[config.mk]
export PLATFORM = sky130hd
export DESIGN_NAME = hc85_seq_cmp
export DESIGN_NICKNAME = d
export VERILOG_FILES = /design/src/rtl/hc85_seq_cmp.sv
export SDC_FILE = /design/constraint.sdc
export NUM_CORES = 1
export LEC_CHECK = 0
export ABC_CLOCK_PERIOD_IN_PS = 3100
export CAP_MARGIN = 0
export CORE_AREA = 2 2 67 69
export DETAILED_ROUTE_END_ITERATION = 10
export DIE_AREA = 0 0 69 71
export GPL_TIMING_DRIVEN = 0
export HOLD_SLACK_MARGIN = 0.06
export PLACE_DENSITY_LB_ADDON = 0.2
export SYNTH_ARGS = -nofsm -noshare
export SYNTH_HDL_FRONTEND = slang
export SYNTH_SLANG_ARGS = --single-unit
[constraint.sdc]
create_clock -name CLK -period 3.1 [get_ports CLK]
set_clock_uncertainty 0.2 [all_clocks]
set_input_delay 0.31 -clock CLK [delete_from_list [all_inputs] [get_ports CLK]]
set_output_delay 0.31 -clock CLK [all_outputs]
set_load 0.02 [all_outputs]
[src/rtl/hc85_seq_cmp.sv]
// hc85_seq_cmp: sequential HC85-style magnitude comparator.
// Walks the operands SLICE bits per clock, MSB slice first.
module hc85_seq_cmp #(
  parameter int WIDTH      = 16,
  parameter int SLICE      = 4,
  parameter bit EARLY_EXIT = 1'b1
) (
  input  logic             CLK,
  input  logic             RST,
  input  logic             START,
  input  logic             SMODE,
  input  logic [WIDTH-1:0] A,
  input  logic [WIDTH-1:0] B,
  input  logic             IAGB,
  input  logic             IASB,
  input  logic             IAEB,
  output logic             BUSY,
  output logic             DONE,
  output logic             QAGB,
  output logic             QASB,
  output logic             QAEB
);

  localparam int NSLICE = WIDTH / SLICE;
  localparam int IW     = (NSLICE > 1) ? $clog2(NSLICE) : 1;
  localparam logic [IW-1:0] LAST = IW'(NSLICE - 1);
  localparam logic [WIDTH-1:0] MSB = WIDTH'(1) << (WIDTH - 1);

  localparam logic [0:0] S_IDLE = 1'b0;
  localparam logic [0:0] S_RUN  = 1'b1;

  logic [0:0]                   state;
  logic [IW-1:0]                idx;
  logic [NSLICE-1:0][SLICE-1:0] a_q;
  logic [NSLICE-1:0][SLICE-1:0] b_q;
  logic                         c_gt;
  logic                         c_lt;
  logic                         c_eq;
  logic                         hit;
  logic                         p_gt;
  logic                         p_lt;

  logic [SLICE-1:0] sl_a;
  logic [SLICE-1:0] sl_b;
  logic             gt;
  logic             lt;
  logic             ne;
  logic             fin;
  logic [2:0]       res;

  always_comb begin
    sl_a = a_q[idx];
    sl_b = b_q[idx];
    gt   = sl_a > sl_b;
    lt   = sl_a < sl_b;
    ne   = gt | lt;
    fin  = (idx == '0) || (EARLY_EXIT && ne);
    // first differing slice wins; cascade only when all slices match
    if (hit) begin
      res = {p_gt, p_lt, 1'b0};
    end else if (ne) begin
      res = {gt, lt, 1'b0};
    end else begin
      res = {~c_eq & ~c_lt, ~c_eq & ~c_gt, c_eq};
    end
  end

  always_ff @(posedge CLK) begin
    if (RST) begin
      state <= S_IDLE;
      idx   <= LAST;
      a_q   <= '0;
      b_q   <= '0;
      c_gt  <= 1'b0;
      c_lt  <= 1'b0;
      c_eq  <= 1'b0;
      hit   <= 1'b0;
      p_gt  <= 1'b0;
      p_lt  <= 1'b0;
      BUSY  <= 1'b0;
      DONE  <= 1'b0;
      QAGB  <= 1'b0;
      QASB  <= 1'b0;
      QAEB  <= 1'b0;
    end else begin
      DONE <= 1'b0;
      case (state)
        S_IDLE: begin
          if (START) begin
            state <= S_RUN;
            BUSY  <= 1'b1;
            idx   <= LAST;
            a_q   <= A ^ ({WIDTH{SMODE}} & MSB);
            b_q   <= B ^ ({WIDTH{SMODE}} & MSB);
            c_gt  <= IAGB;
            c_lt  <= IASB;
            c_eq  <= IAEB;
            hit   <= 1'b0;
          end
        end
        default: begin
          if (ne && !hit) begin
            hit  <= 1'b1;
            p_gt <= gt;
            p_lt <= lt;
          end
          if (fin) begin
            state <= S_IDLE;
            BUSY  <= 1'b0;
            DONE  <= 1'b1;
            QAGB  <= res[2];
            QASB  <= res[1];
            QAEB  <= res[0];
          end else begin
            idx <= idx - 1'b1;
          end
        end
      endcase
    end
  end

endmodule

After elaboration in Yosys (flattened, before gate mapping)

Cells that the tools add are included.

Add/subtract/negate cells: 1
$lt $le $gt $ge: 3
Eq/ne operators: 3
Mux-type cells: 19
Bitwise operators: 9
Reductions and logical operators: 12

Operator list:

| kind                                                                    | number |
|---|---|
| 16-bit bitwise XOR                                                      | 2 |
| 4-bit binary-select mux with 2-bit select                               | 2 |
| 2-bit AND reduction                                                     | 6 |
| 1-bit two-way mux                                                       | 10 |
| 4-bit two-way mux                                                       | 2 |
| 2-bit two-way mux                                                       | 3 |
| 3-bit two-way mux                                                       | 2 |
| 4-bit > comparator                                                      | 1 |
| 4-bit < comparator                                                      | 1 |
| 2-bit by 1-bit inequality test with 1-bit output, second input constant | 2 |
| 1-bit NOT                                                               | 4 |
| 2-bit by 3-bit < comparator with 1-bit output, second input constant    | 1 |
| 1-bit bitwise AND                                                       | 2 |
| 2-bit zero test                                                         | 1 |
| 2-bit inequality test, second input constant                            | 1 |
| 2-bit nonzero test                                                      | 1 |
| 2-bit OR reduction                                                      | 1 |
| 2-bit by 1-bit subtractor with 2-bit output, second input constant      | 1 |
| 1-bit logical AND                                                       | 1 |
| 1-bit zero test                                                         | 1 |
| 1-bit logical OR                                                        | 1 |
| 1-bit OR                                                                | 1 |

Flip-flop bits (word level): 46
Input port bits: 39
Output and inout port bits: 5
Logic and storage cells: 68

Longest topological paths before layout

Gate-level depths: netlist of run 1.

Depth after elaboration: 7
Mapped depth: 9
Mapped depth without buffers: 7

Worst setup path after synthesis of run 1

OpenSTA, ideal clock, no wires.

Path kind: flip-flop to flip-flop
Start: register idx[0]
End: register QAGB
Data arrival time: 2.385 ns
Path slack: 0.454 ns
Cell stages (with the launch flop): 8
Path buffers: 1
Period minus slack after synthesis: 2.646 ns
Cells stage by stage: dfxtp_1 > buf_2 > mux4_2 > ha_1 > a21o_1 > o31a_2 > a21oi_4 > o221a_1

Cells in the longest elaborated chain, start to end: 6

Ends and longest elaborated chain:

| what                                                            | line   | text |
|---|---|---|
| from (decl)                                                     | 33     | `logic [IW-1:0] idx;` |
| from (signal assigned)                                          | 115    | `idx <= idx - 1'b1;` |
| 4-bit binary-select mux with 2-bit select (on tied branches)    | 52, 53 |  |
| 4-bit two-way mux (on tied branches)                            | 52, 53 |  |
| 4-bit > comparator / 4-bit < comparator (equally long branches) | 54, 55 |  |
| 1-bit OR                                                        | 56     | `ne = gt \| lt;` |
| 3-bit two-way mux / 1-bit logical OR (equally long branches)    | 61, 57 |  |
| 3-bit two-way mux / 2-bit AND reduction (equally long branches) | --     |  |
| to (signal assigned)                                            | 111    | `QAGB <= res[2];` |
| to (decl)                                                       | 19     | `output logic QAGB,` |

Several ways; a longest one is shown, not always the timed one. The select of a mux whose other input is x is not followed.
A chain may end at the register's enable or synchronous reset.

Worst setup path after layout of run 1

Start: register idx[0]
End: register idx[0]

Cells in the longest elaborated chain, start to end: 7

Ends and longest elaborated chain:

| what                                                            | line   | text |
|---|---|---|
| 4-bit binary-select mux with 2-bit select (on tied branches)    | 52, 53 |  |
| 4-bit two-way mux (on tied branches)                            | 52, 53 |  |
| 4-bit > comparator / 4-bit < comparator (equally long branches) | 54, 55 |  |
| 1-bit OR                                                        | 56     |  |
| 1-bit logical OR                                                | 57     | `fin = (idx == '0) \|\| (EARLY_EXIT && ne);` |
| 2-bit inequality test (no source line)                          | --     |  |
| 2-bit AND reduction (no source line)                            | --     |  |

Several ways; a longest one is shown, not always the timed one. The select of a mux whose other input is x is not followed.

==> results of run 1 <==
## report_power, final
group          switching, mW  internal (mW)  leakage (nW)
combinational          0.148          0.145         0.601
sequential            0.0219          0.634         0.378
clock                  0.193          0.155        0.0373
## layer usage
metal  share of wire  routed length [um]
met4           0.016                  66
met3           0.050                 211
met2            0.47                1990
met5               0                   0
met1            0.47                1980
## area by class of cell
| cell class | instances | area share |
|---|---|---|
| Timing Repair Buffer | 42 | 0.162 |
| Clock inverter | 1 | 0.00288 |
| Sequential cell | 46 | 0.354 |
| Buffer | 16 | 0.0269 |
| Tap cell | 52 | 0.0250 |
| Multi-Input combinational cell | 163 | 0.386 |
| Clock buffer | 6 | 0.0279 |
| Inverter | 11 | 0.0159 |
## logic make-up after synthesis
kind of cell             after synthesis  share of synthesized area
AND/OR/NAND/NOR                       87                      0.171
AO/OA/AOI/OAI                         60                      0.189
flip-flops                            46                      0.452
buffers and inverters                 27                     0.0547
multiplexers                           9                     0.0940
adder cells (fa/ha/maj)                5                     0.0307
XOR/XNOR                               2                    0.00860
## placed cells by master, fill, tap and decap left out, types with 2 or more instances in the layout
cell type,n
inv_1,11
o21ai_0,2
clkbuf_1,9
a211o_1,2
buf_2,8
nor2b_1,3
ha_1,5
nand2_1,72
clkdlybuf4s50_1,42
xnor2_1,2
dfxtp_1,46
mux4_2,8
nor2_1,7
o311ai_2,2
a21oi_1,38
a211oi_1,3
clkbuf_8,5
a21o_1,2
o22ai_1,3
## per-stage QoR
stage	cell area, um2	power (mW)	util	std cells	hold slack, ns
3_5_place_dp	2520	0.964	0.600	330	0.247
6_report	2600	1.30	0.619	337	0.256
2_1_floorplan	2040	0.857	-	236	0.233
3_3_place_gp	2520	0.960	0.600	330	0.242
4_1_cts	2600	1.31	0.619	337	0.259
5_1_grt	2600	1.36	0.619	337	0.274
## how the worst max path moves through the flow
| stage | startpoint | to | slack, ns | depth (start not counted) |
|---|---|---|---|---|
| 2_1_floorplan | idx[0] | QAGB | 0.45 | 7 |
| 3_3_place_gp | idx[0] | QAGB | 0.24 | 7 |
| 3_5_place_dp | idx[0] | QAGB | 0.25 | 7 |
| 4_1_cts | idx[0] | QAGB | 0.22 | 7 |
| 5_1_grt | idx[0] | idx[0] | 0.06 | 8 |
| 6_report | idx[0] | idx[0] | 0.22 | 8 |
## critical path, stage by stage, from the launching register on
cell	delay [ns]
dfxtp_1	0.35
buf_2	0.31
mux4_2	0.55
ha_1	0.35
and4_1	0.19
buf_2	0.17
o31a_2	0.23
a21oi_4	0.09
o31ai_1	0.32
==> flow_summary.json, run 1 <==
{
  "hold_path.class": "reg2reg",
  "syn_nets": 280,
  "slew_headroom": 0.639,
  "worst_pin_slew_ns": 0.542,
  "max_freq_mhz": 347,
  "grt.met2_usage": 0.309,
  "async_flop_share": 0,
  "regArea_um2": 921,
  "cts-root-buf": "clkbuf_8",
  "port_buffers": 42,
  "crit_path_end_kind": "flop",
  "path_clk_slew_ns": 0.08,
  "post-route-period-util": 0.929,
  "drive_gt1_frac": 0.0912,
  "yosys.area.top_type_share": 0.452,
  "vias": 1741,
  "seq_area_frac_synth": 0.452,
  "coreArea_mm2": 0.00420,
  "synth-edff-count": 0,
  "r2r_cells": 8,
  "synth_most_common_cell": "nand2_1",
  "wl_mm": 4.25,
  "met3_usage": 0.0499,
  "use_met1": 0.225,
  "cts_setup_buffers": 0,
  "regToRegSetupSlack_ns": 0.22,
  "critPathKind": "reg2reg",
  "p_leak_nw": 1.02,
  "die_height_um": 71,
  "drc": 0,
  "whs_path_depth": 2,
  "outcome": "finished, final reports clean",
  "cp-start-kind": "flop",
  "pin_count": 44,
  "nets": 329,
  "rows": 24,
  "multi_input_area_mm2": 0.00100,
  "start_util": 0.485,
  "drt_iter0_drc": 81,
  "ctsHoldBuffers": 0,
  "ant_nets": 0,
  "tritoncts": "done",
  "grt_overflow_total": 0,
  "dp.final_hpwl_mm": 3.13,
  "n_fill_cell": 407,
  "avgRoutedWirePerCell_um": 12.6,
  "finalMaxSlewViolations": 0,
  "yosys_warnings": 0,
  "dr.pass1.iters": 4,
  "finalHoldViolations": 0,
  "synth_common_cells": "nand2_1, dfxtp_1, a21oi_1",
  "insertion_delay_ns": 0.30,
  "yosysTopAreaCell": "dfxtp_1",
  "synth_area_mm2": 0.00204,
  "worstHoldStart": "b_q[3]",
  "grt_pass1_wl_mm": 7.17,
  "synth-main-ff-cell": "dfxtp_1",
  "cp.required_ns": 3.09,
  "synthCells": 236,
  "synthDistinctLibCells": 31,
  "r2r_start": "idx[0]",
  "powerDensity_mw_per_mm2": 498,
  "cts_resized": 0,
  "via_per_inst": 5.17,
  "antenna_cells": 0,
  "top_usage_layer": "met2",
  "grt_pass1_vias": 1651,
  "rsz0062_at_grt": "no",
  "dp_slack_ns": 0.249,
  "grt_max_degree": 14,
  "min_to": "b_q[3]",
  "track_usage": 0.183,
  "die_area_mm2": 0.00490,
  "timing.rr.end": "idx[0]",
  "cts_sinks": 46,
  "fin_setup_tns_ns": 0,
  "synth_area_per_cell_um2": 8.63,
  "cts_made_buffers": 5,
  "cap_violations": 0,
  "largest_registers": "a_q x16, b_q x16, idx x2",
  "synthTopCellsByArea": "dfxtp_1, nand2_1, a21oi_1",
  "area_delta_synth_final_pct": 27.8,
  "peakVddDrop_mv": 0.254,
  "crit_path_max_fanout": 10,
  "post-route-min-period_ns": 2.88,
  "antenna_found_initial": 0,
  "worst_slack_ns": 0.219,
  "htreeDepth": 2,
  "die_w_um": 69,
  "ys_ff_latch": 46,
  "gp_congestion": 0.906,
  "critPathArrivalTime_ns": 2.87,
  "setup_viol": 0,
  "cts_buffer_depth": 2
}
No activity file was read; power rests on OpenSTA's default activity.
==> inputs of run 2 (changes only) <==
TNS_END_PERCENT = 5   (was unset)
==> results of run 2 <==
The final DEF is identical to that of run 1; final timing and power are the same.
